--- config.mk ---
export PLATFORM = sky130hd
export DESIGN_NAME = bus_arbiter
export DESIGN_NICKNAME = d
export VERILOG_FILES = /design/src/rtl/bus_arbiter.sv
export SDC_FILE = /design/constraint.sdc
export NUM_CORES = 1
export LEC_CHECK = 0
export BUFFER_PORTS_ARGS = -buffer_cell sky130_fd_sc_hd__buf_2
export CAP_MARGIN = 10
export CORE_ASPECT_RATIO = 0.7
export CORE_UTILIZATION = 35
export CTS_CLUSTER_DIAMETER = 80
export DETAILED_ROUTE_END_ITERATION = 10
export GPL_ROUTABILITY_DRIVEN = 1
export PLACE_DENSITY = 0.55
export RECOVER_POWER = 25
export SLEW_MARGIN = 20
export SYNTH_ARGS = -nofsm -noshare
export SYNTH_HDL_FRONTEND = slang
export SYNTH_SLANG_ARGS = --single-unit
--- constraint.sdc ---
create_clock -name clk -period 2 [get_ports clk]
set_input_delay 0.1 -clock clk [delete_from_list [all_inputs] [get_ports clk]]
set_output_delay 0.1 -clock clk [all_outputs]
set_load 0.02 [all_outputs]
--- src/rtl/bus_arbiter.sv ---
// Round-robin bus arbiter with a mandatory turnaround gap between tenures, plus
// a bus watchdog that aborts any access whose responder never returns fc_bus.
module bus_arbiter #(
    parameter int MASTERS = 4,
    parameter int TIMEOUT = 16
) (
    input  logic               clk,
    input  logic               rst,
    input  logic [MASTERS-1:0] bus_req,
    output logic [MASTERS-1:0] bus_grant,
    input  logic               rd_bus,
    input  logic               wr_bus,
    input  logic               fc_bus,
    output logic               watchdog,
    output logic               bus_idle
);

    localparam int PW = (MASTERS > 1) ? $clog2(MASTERS) : 1;
    localparam int CW = $clog2(TIMEOUT) + 1;
    localparam logic [CW-1:0] CNT_LAST = CW'(TIMEOUT - 1);
    localparam logic [PW-1:0] PTR_RST  = PW'(MASTERS - 1);
    localparam logic [MASTERS-1:0] ONE = {{(MASTERS-1){1'b0}}, 1'b1};

    typedef enum logic [1:0] {
        S_IDLE,
        S_GRANT,
        S_RELEASE
    } state_t;

    state_t             state_q, state_d;
    logic [PW-1:0]      ptr_q, ptr_d;
    logic [MASTERS-1:0] grant_q, grant_d;
    logic [CW-1:0]      cnt_q, cnt_d;
    logic               armed_q, armed_d;
    logic               wd_q, wd_d;

    logic               pending;
    logic               fire;
    logic               req_any;
    logic [PW-1:0]      pick;

    // First requester strictly after ptr, wrapping; ptr itself is checked last.
    function automatic logic [PW-1:0] next_req(input logic [MASTERS-1:0] req,
                                               input logic [PW-1:0]      ptr);
        logic [PW-1:0] sel;
        logic          found;
        int            idx;
        sel   = ptr;
        found = 1'b0;
        for (int i = 1; i <= MASTERS; i++) begin
            idx = (int'(ptr) + i) % MASTERS;
            if (!found && req[idx]) begin
                found = 1'b1;
                sel   = PW'(idx);
            end
        end
        return sel;
    endfunction

    assign req_any = |bus_req;
    assign pick    = next_req(bus_req, ptr_q);

    assign pending = (rd_bus | wr_bus) & ~fc_bus;
    assign fire    = pending & armed_q & (cnt_q == CNT_LAST);

    // Watchdog: one pulse per stall; disarmed until the access completes.
    always_comb begin
        cnt_d   = cnt_q;
        armed_d = armed_q;
        wd_d    = 1'b0;
        if (!pending) begin
            cnt_d   = '0;
            armed_d = 1'b1;
        end else if (armed_q) begin
            if (cnt_q == CNT_LAST) begin
                cnt_d   = '0;
                armed_d = 1'b0;
                wd_d    = 1'b1;
            end else begin
                cnt_d = cnt_q + 1'b1;
            end
        end else begin
            cnt_d = '0;
        end
    end

    always_comb begin
        state_d = state_q;
        ptr_d   = ptr_q;
        grant_d = grant_q;
        case (state_q)
            S_IDLE, S_RELEASE: begin
                if (req_any) begin
                    grant_d = ONE << pick;
                    ptr_d   = pick;
                    state_d = S_GRANT;
                end else begin
                    grant_d = '0;
                    state_d = S_IDLE;
                end
            end
            S_GRANT: begin
                // ptr holds the current owner; no preemption by other requests.
                if (!bus_req[ptr_q] || fire) begin
                    grant_d = '0;
                    state_d = S_RELEASE;
                end
            end
            default: begin
                grant_d = '0;
                state_d = S_IDLE;
            end
        endcase
    end

    always_ff @(posedge clk or posedge rst) begin
        if (rst) begin
            state_q <= S_IDLE;
            ptr_q   <= PTR_RST;
            grant_q <= '0;
            cnt_q   <= '0;
            armed_q <= 1'b1;
            wd_q    <= 1'b0;
        end else begin
            state_q <= state_d;
            ptr_q   <= ptr_d;
            grant_q <= grant_d;
            cnt_q   <= cnt_d;
            armed_q <= armed_d;
            wd_q    <= wd_d;
        end
    end

    assign bus_grant = grant_q;
    assign watchdog  = wd_q;
    assign bus_idle  = ~|grant_q;

endmodule

==> metrics.md <==
| Metric | Value |
|---|---|
| Post-CTS setup buffers | `0` |
| RD Place Congestion | `0.783` |
| Max FO, Critical Path | `5` |
| Chip height | `40.5 microns` |
| Largest net degree at the start of global routing | `16` |
| Skew final | `0.00543 ns` |
| CTS buffer count | `3` |
| YS warnings | `0` |
| DP Cell Count | `105` |
| Overflow after GRT | `0` |
| IO Port Bufs | `14` |
| Worst-path cell chain | `ha_1 > nand4b_1 > or3_1 > clkinv_2 > nor3b_2 > a32o_1` |
| Via/cell ratio | `5.03` |
| Clock Tree Buf Depth | `2` |
| Max stage delay on crit path | `0.40 ns` |
| Static leakage | `0.432 nW` |
| CP Capture Type | `flop` |
| Worst EP arrival | `1.84 ns` |
| Slew at the pin closest to its max-slew limit | `0.574 ns` |
| Core Area | `0.00192 sq mm` |
| Max Cap Viol | `0` |
| Num rows | `13` |
| Clk slew on worst S/H paths | `0.09 ns` |
| Slew HR | `61.7%` |
| Initial core utilization | `38.5%` |
| CP max stage cell | `dfrtp_1` |
| FILL cells | `203` |
| Drt wl/cell | `12.6 microns` |
| Most frequent cells in the layout | `buf_2, dfrtp_1, nor2_1, nand2_1, a21oi_1` |
| Worst vdd rail ir drop | `0.791 mV` |
| First-pass GRT wire length | `2280 microns` |
| First-iteration detailed-routing DRC count | `9` |
| Total routed wirelength | `1380 microns` |
| Synth area leader | `dfrtp_1` |
| Final Non-Filler Cells | `110` |
| Final Hold Fails | `0` |
| GRT Overall Usage | `14.0%` |
| Area Growth Syn to Fin | `16.8%` |
| Pre-antenna DRT Iters | `6` |
| RSZ-0062 raised after global routing | `no` |
| NumNets Final | `99` |
| Die width | `56.9 microns` |
| Post-Syn Instances | `70` |
| Commonest non-fill, non-tap cell in the layout | `buf_2` |
| Top delay family on crit path | `simple AND/OR/NAND/NOR gates` |
| Synthesized cell area | `739 sq um` |
| CP Launch Type | `flop` |
| Worst-Skew Late Latency | `0.28 ns` |
| Netlist cell types | `32` |
| Power Density | `1260 mW/mm^2` |
| Clock Sinks | `15` |
| Sequential cell area fraction in the yosys report | `51.3%` |
| Status | `finished, violations left` |
| Share of the synthesized area in the top cell type | `40.6%` |
| TritonCTS clock tree | `yes` |
| Synth area leaders | `dfrtp_1, dfstp_2, mux2i_1` |
| Antenna violations before repair | `0` |
| Ant diodes | `0` |
| Total power | `1.09 mW` |
| Tmin final | `1.61 ns` |
| Post-synthesis register bit count | `15` |
| Final ANT Viol Nets | `0` |
| Critical path class | `reg -> reg` |
| Worst Path Required | `2.23 ns` |
| Mean Syn Cell Area | `10.6 sq um` |
| Final worst-path cycle share | `80.7%` |
| Final Slew Violations | `0` |
| Setup violators final | `0` |
| Ports | `15` |
| Share of cells above drive strength 1 | `29.5%` |
| Hold WC Path Type | `in -> reg` |
| Via count | `553` |
| Htree depth | `1` |
| Syn nets | `80` |
| Failing checks | `DRC` |
| Worst path bufs/invs | `1` |
| Vias in the first global route | `459` |
| F_max | `620 MHz` |
| DR DRC count | `2` |
| Die area | `0.00230 sq mm` |
| Post-Route Setup TNS | `0 ns` |
| Root Driver | `clkbuf_4` |
-- registers in the layout (all words and copies together) (netlist names) --
name	count
ptr_q	2
watchdog	1
bus_grant	4
armed_q	1
state_q	2
cnt_q	5
-- where the power goes --
part           total [mW]  internal, mW  switching (mW)
combinational       0.434         0.190           0.245
sequential          0.483         0.397          0.0862
clock               0.170        0.0743          0.0961
-- layout make-up --
type | instances | area [sq um] | area share [%]
inverter | 4 | 16.3 | 1.88
clock buffer | 3 | 22.5 | 2.61
tap | 22 | 27.5 | 3.19
sequential | 15 | 379 | 43.9
multi-input combinational | 50 | 333 | 38.6
clock inverter | 1 | 5.00 | 0.580
timing repair buffer | 15 | 80.1 | 9.28
-- per-layer routing --
layer	share of wire, %	track usage, %	wire, microns	up-vias
met4	0.72	1.83	10	0
met3	4.8	6.77	66	2
li1	-	-	-	291
met5	0	0	0	-
met2	34	15.6	477	11
met1	60	22.3	828	249
-- kinds of logic (layout without fill, tap and decap cells) --
| logic type | Yosys count | in the layout | synth area share [%] |
|---|---|---|---|
| flops | 15 | 15 | 51.3 |
| buf+inv | 5 | 23 | 3.72 |
| xor+xnor | 2 | 2 | 2.37 |
| compound gates | 13 | 13 | 13.7 |
| fa+ha+maj | 1 | 1 | 1.69 |
| simple gates | 31 | 31 | 23.2 |
| mux | 3 | 3 | 4.06 |
-- final timing paths --
path,startpoint,endpoint,slack [ns],cells past startpoint
worst max-delay path,cnt_q[0],bus_grant[2],0.39,6
worst min-delay path,fc_bus,armed_q,0.05,3
worst max register to register,cnt_q[0],bus_grant[2],0.39,6
worst min register to register,cnt_q[0],cnt_q[0],0.47,1
max in group asynchronous,rst,ptr_q[0],1.22,3
min in group asynchronous,rst,cnt_q[1],0.40,3
-- cell usage after synthesis --
| cell | count |
|---|---|
| nand2_1 | 6 |
| and2b_1 | 1 |
| dfstp_2 | 3 |
| nand2b_1 | 2 |
| mux2i_1 | 3 |
| o21bai_1 | 1 |
| a311oi_2 | 1 |
| a32o_1 | 2 |
| or2_1 | 1 |
| nand3_1 | 3 |
| and3_1 | 1 |
| o31a_1 | 1 |
| or3_1 | 1 |
| or2b_1 | 1 |
| o31ai_1 | 1 |
| nor2_1 | 7 |
| nand4b_1 | 1 |
| nor3b_2 | 1 |
| xnor2_1 | 1 |
| inv_1 | 3 |
| o21ai_0 | 1 |
| a21oi_1 | 4 |
| clkinv_2 | 1 |
| o2bb2ai_1 | 2 |
| dfrtp_1 | 12 |
| nor3_1 | 2 |
| nor4_1 | 2 |
| xor2_1 | 1 |
| and3b_2 | 1 |
| buf_6 | 1 |
| ha_1 | 1 |
| or3_2 | 1 |
-- tightest hold or removal path, stage by stage --
cell and delay [ns]:
buf_2 0.08, nor2_1 0.06, nand2_1 0.06
-- through the flow --
stage	cell area (sq um)	util (%)	worst slack, ns	hold slack [ns]
global placement	826	43.0	0.407	0.185
floorplan	739	-	0.541	-0.000668
global route	863	45.0	0.279	0.0357
detailed placement	826	43.0	0.424	0.190
finish	863	45.0	0.386	0.0453
CTS	863	45.0	0.388	0.0379
-- what timing repair did --
item,CTS,global route
gates resized for setup,0,0
endpoints found under the hold margin,12,0
hold buffers,1,0
No activity file was read; power rests on OpenSTA's default activity.
